<file path="src/rtl/io_arbiter.sv">
// Two-master IO bus arbiter and sequencer: each access runs IDLE -> ISSUE -> CAPTURE -> DONE.
// Define IO_ARB_ROUND_ROBIN_EN for round-robin arbitration; the default build gives master 0 fixed priority.
module io_arbiter #(
   parameter int ADDR_W = 16,
   parameter int DATA_W = 16
) (
   input  logic              clk,
   input  logic              rst,
   input  logic              m0_req,
   input  logic [ADDR_W-1:0] m0_addr,
   input  logic [DATA_W-1:0] m0_wdata,
   input  logic              m0_write,
   output logic              m0_ack,
   output logic [DATA_W-1:0] m0_rdata,
   input  logic              m1_req,
   input  logic [ADDR_W-1:0] m1_addr,
   input  logic [DATA_W-1:0] m1_wdata,
   input  logic              m1_write,
   output logic              m1_ack,
   output logic [DATA_W-1:0] m1_rdata,
   output logic [ADDR_W-1:0] io_addr,
   output logic [DATA_W-1:0] io_data,
   output logic              io_write,
   input  logic [DATA_W-1:0] io_rdata,
   output logic              busy,
   output logic              grant
);

   localparam logic [1:0] S_IDLE    = 2'd0;
   localparam logic [1:0] S_ISSUE   = 2'd1;
   localparam logic [1:0] S_CAPTURE = 2'd2;
   localparam logic [1:0] S_DONE    = 2'd3;

   logic [1:0]        state_q,    state_d;
   logic [ADDR_W-1:0] io_addr_q,  io_addr_d;
   logic [DATA_W-1:0] io_data_q,  io_data_d;
   logic              write_q,    write_d;
   logic              grant_q,    grant_d;
   logic [DATA_W-1:0] m0_rdata_q, m0_rdata_d;
   logic [DATA_W-1:0] m1_rdata_q, m1_rdata_d;
   logic              winner;

`ifdef IO_ARB_ROUND_ROBIN_EN
   // prio_q names the master that wins the next tie; it flips away from every winner.
   logic prio_q, prio_d;

   always_comb begin
      if (m0_req && m1_req) winner = prio_q;
      else                  winner = !m0_req;
   end
`else
   always_comb begin
      winner = !m0_req;
   end
`endif

   always_comb begin
      // NOTE: every next-state signal starts from its register value, so no path through this block can infer a latch.
      state_d    = state_q;
      io_addr_d  = io_addr_q;
      io_data_d  = io_data_q;
      write_d    = write_q;
      grant_d    = grant_q;
      m0_rdata_d = m0_rdata_q;
      m1_rdata_d = m1_rdata_q;
`ifdef IO_ARB_ROUND_ROBIN_EN
      prio_d     = prio_q;
`endif
      case (state_q)
         S_IDLE: begin
            if (m0_req || m1_req) begin
               grant_d   = winner;
               io_addr_d = winner ? m1_addr  : m0_addr;
               io_data_d = winner ? m1_wdata : m0_wdata;
               write_d   = winner ? m1_write : m0_write;
`ifdef IO_ARB_ROUND_ROBIN_EN
               prio_d    = !winner;
`endif
               state_d   = S_ISSUE;
            end
         end
         S_ISSUE: state_d = S_CAPTURE;
         S_CAPTURE: begin
            // The IO block's registered read data is valid only in this cycle.
            if (!write_q) begin
               if (grant_q) m1_rdata_d = io_rdata;
               else         m0_rdata_d = io_rdata;
            end
            state_d = S_DONE;
         end
         S_DONE:  state_d = S_IDLE;
         default: state_d = S_IDLE;
      endcase
   end

   always_ff @(posedge clk) begin
      // NOTE: state is updated only with non-blocking assignments so every register sees pre-edge values.
      if (rst) begin
         state_q    <= S_IDLE;
         io_addr_q  <= '0;
         io_data_q  <= '0;
         write_q    <= 1'b0;
         grant_q    <= 1'b0;
         m0_rdata_q <= '0;
         m1_rdata_q <= '0;
`ifdef IO_ARB_ROUND_ROBIN_EN
         prio_q     <= 1'b0;
`endif
      end else begin
         state_q    <= state_d;
         io_addr_q  <= io_addr_d;
         io_data_q  <= io_data_d;
         write_q    <= write_d;
         grant_q    <= grant_d;
         m0_rdata_q <= m0_rdata_d;
         m1_rdata_q <= m1_rdata_d;
`ifdef IO_ARB_ROUND_ROBIN_EN
         prio_q     <= prio_d;
`endif
      end
   end

   // Strobe and acks decode straight from the state so each lasts exactly one cycle.
   assign io_write = (state_q == S_ISSUE) && write_q;
   assign m0_ack   = (state_q == S_DONE) && !grant_q;
   assign m1_ack   = (state_q == S_DONE) &&  grant_q;
   assign busy     = (state_q != S_IDLE);
   assign grant    = grant_q;
   assign io_addr  = io_addr_q;
   assign io_data  = io_data_q;
   assign m0_rdata = m0_rdata_q;
   assign m1_rdata = m1_rdata_q;

endmodule

</file>
<file path="config.mk">
export PLATFORM = sky130hd
export DESIGN_NAME = io_arbiter
export DESIGN_NICKNAME = d
export VERILOG_FILES = /design/src/rtl/io_arbiter.sv
export SDC_FILE = /design/constraint.sdc
export NUM_CORES = 1
export LEC_CHECK = 0
export CORE_MARGIN = 5
export CORE_UTILIZATION = 42
export DETAILED_ROUTE_END_ITERATION = 8
export GPL_TIMING_DRIVEN = 1
export PLACE_DENSITY = 0.84
export SLEW_MARGIN = 20
export SYNTH_ARGS = -nofsm -noshare
export SYNTH_HDL_FRONTEND = slang
export SYNTH_SLANG_ARGS = --single-unit
</file>
<file path="constraint.sdc">
create_clock -name clk -period 2.2 [get_ports clk]
set_input_delay 0.22 -clock clk [delete_from_list [all_inputs] [get_ports clk]]
set_output_delay 0.22 -clock clk [all_outputs]
set_load 0.02 [all_outputs]
</file>
==> impl_metrics.ini <==
[power]
ir_worst_vdd_mv = 0.412
power_density_nw_per_um2 = 927
p_leak_nw = 1.98

[finish]
n_antenna_cell = 0
fin_util_pct = 64.3
nets = 536
drive_gt1_share_pct = 13.6
nFillCells = 666
seq_area_sq_um = 1360
multi_input_area_sq_um = 1860
area_delta_synth_final_pct = 51.7

[routing]
ant_nets = 0
routed_via_density = 4.93
wirelength_mm = 8.90
dr.pass1.iters = 6
drt_iter0_markers = 97
wl_per_cell_microns = 16.0
drc = 0
via_count = 2738

[grt]
first_global_vias = 2861
overflow = 0
grt_max_degree = 86
antenna_found_initial = 0
grt_first_pass_wirelength_mm = 14.3
grt.total_usage_pct = 17.8

[clock_tree]
clock-root-buffer = clkbuf_8
insertion_delay_ps = 320
cts_made_buffers = 9
post-cts-setup-buffers = 0
cts_tree = yes
cts_max_level = 3
clockBufferDepth = 2
clk_pin_slew_ps = 70
post_cts_resize_count = 0
cts_sinks = 68
cts_hold_buf = 0

[die]
initial_core_util_pct = 42.4
ios = 155
core_sq_um = 8090
die_h_microns = 100
fp.dieW_microns = 100
dieArea_sq_um = 10100
num_rows = 33

[hold_path]
hp-class = flip-flop to flip-flop
min_to = m0_rdata[10]
min_from = m0_rdata[10]
worstHoldPathCells = 2

[yosys]
synthXorXnorAreaFrac_pct = 0
syn_area_sq_um = 3430
synth_top_family_by_area = multiplexers
syn_area_per_cell_sq_um = 11.5
syn-instance-count = 298
synth-seq-area-share_pct = 39.7
synth_ff_type = dfxtp_1
synth_warnings = 0
synth-edff-count = 0
syn_nets = 389
yosysUniqueCellTypes = 22
synth_seq_cells = 68
synth_compound_area_share_pct = 15.9
yosys.area_share.adder_pct = 1.82
synth_mux_area_share_pct = 19.3
synth-simple-area-share_pct = 17.1
async_reset_ff_share_pct = 0

[status]
outcome = complete, no violations

[worst_setup_path]
r2r_end = io_data[9]
endpoint_kind = primary output
reg2reg_slack_ps = 560
start_kind = flip-flop
cp.required_ps = 1980
critPathKind = flip-flop to primary output
path_max_fanout = 4
rr_startpoint = state_q[1]
arrival_ps = 1690
reg2regPathDepth = 5

[sta]
relSlewSlack_pct = 54.3
timing.final.crit_share_pct = 86.9
rsz0062_at_grt = false
setup_viol = 0
max_freq_mhz = 523
finalSetupTns_ps = 0
worst_pin_slew_ps = 685
drv_slew = 0
finalHoldViolations = 0
fin_skew_ps = 9.77
min_period_ps = 1910

[placement]
gp_congestion = 0.763
post-dp-hpwl_mm = 6.60
port_buffers = 154

[flow_run]
cap_violations = 0
[cell usage after synthesis (2+ instances only)]
cell type / number / area share, %
nand2b_1: 84 / 15
dfxtp_1: 68 / 40
mux2i_1: 66 / 19
o32ai_2: 30 / 14
buf_6: 10 / 3.3
clkbuf_1: 8 / 0.88
buf_4: 6 / 1.3
ha_1: 5 / 1.8
buf_2: 3 / 0.44
inv_1: 3 / 0.33
o32ai_1: 3 / 0.77
and2_1: 2 / 0.36
[cell usage in the layout (no fill, tap or decap)]
cell type	instances
nand3b_1	1
buf_2	2
nor2b_1	1
buf_4	7
inv_1	3
ha_1	5
o32ai_2	30
bufinv_16	1
mux2i_1	66
nand2b_1	83
clkbuf_1	1
a211oi_1	1
a21oi_1	1
clkinv_4	1
a311oi_1	1
nor3b_2	2
and2_1	2
o32ai_1	3
clkbuf_8	12
dfxtp_1	68
nor2_1	1
buf_12	2
nand2b_2	1
nor2_4	1
clkinv_2	1
clkdlybuf4s50_1	152
o21a_2	1
[worst max-delay path by stage]
stage	startpoint	endpoint	slack, ps	cells after the start
2_1_floorplan	state_q[0]	m0_rdata[10]	850	6
3_3_place_gp	m0_req	io_data[2]	620	4
3_5_place_dp	state_q[0]	io_data[8]	550	5
4_1_cts	state_q[1]	io_write	270	4
5_1_grt	state_q[1]	io_write	200	4
6_report	state_q[1]	io_write	290	4
[cell type report]
cell class,instances,share of cell area [%]
multi-input combinational,200,35.8
sequential,68,26.2
tap,105,2.53
timing repair buffer,163,31.2
inverter,3,0.216
clock inverter,3,0.842
clock buffer,13,3.25
[worst max-delay path, cell delays in order, from the launching register on]
cell and delay (ps):
dfxtp_1 390, inv_1 100, ha_1 180, and2_1 150
clkdlybuf4s50_1 550
[power by group]
part | switching, W | internal (W) | total, W | leakage [nW]
combinational | 0.00104 | 0.00106 | 0.00210 | 1.32
clock | 0.000449 | 0.000618 | 0.00107 | 0.110
sequential | 0.000161 | 0.00149 | 0.00165 | 0.555
[layer usage]
layer	vias up	wire, microns	track usage, %
met5	-	0	0
li1	1344	-	-
met4	0	196	7.67
met3	13	548	3.82
met2	104	4440	30.0
met1	1277	3710	21.7
[per-stage QoR]
stage	setup WS (ps)	std cells	cell area [sq um]	hold slack [ps]	total power, W
after floorplan	854	298	3430	396	0.00297
after global placement	619	539	4990	460	0.00374
after detailed placement	550	539	4990	464	0.00379
after CTS	268	555	5200	478	0.00487
after global routing	198	555	5200	492	0.00508
final	288	555	5200	475	0.00482
[flip-flops by register name, indices dropped and copies added (netlist names)]
register  cells
io_addr      16
io_data      16
m0_rdata     16
m1_rdata     16
state_q       2
grant         1
write_q       1
[cells by family after synthesis]
kind of cell    Yosys count
mux                      66
flops                    68
simple gates             92
compound gates           37
buf+inv                  30
fa+ha+maj                 5
(Power assumes the default switching activity.)
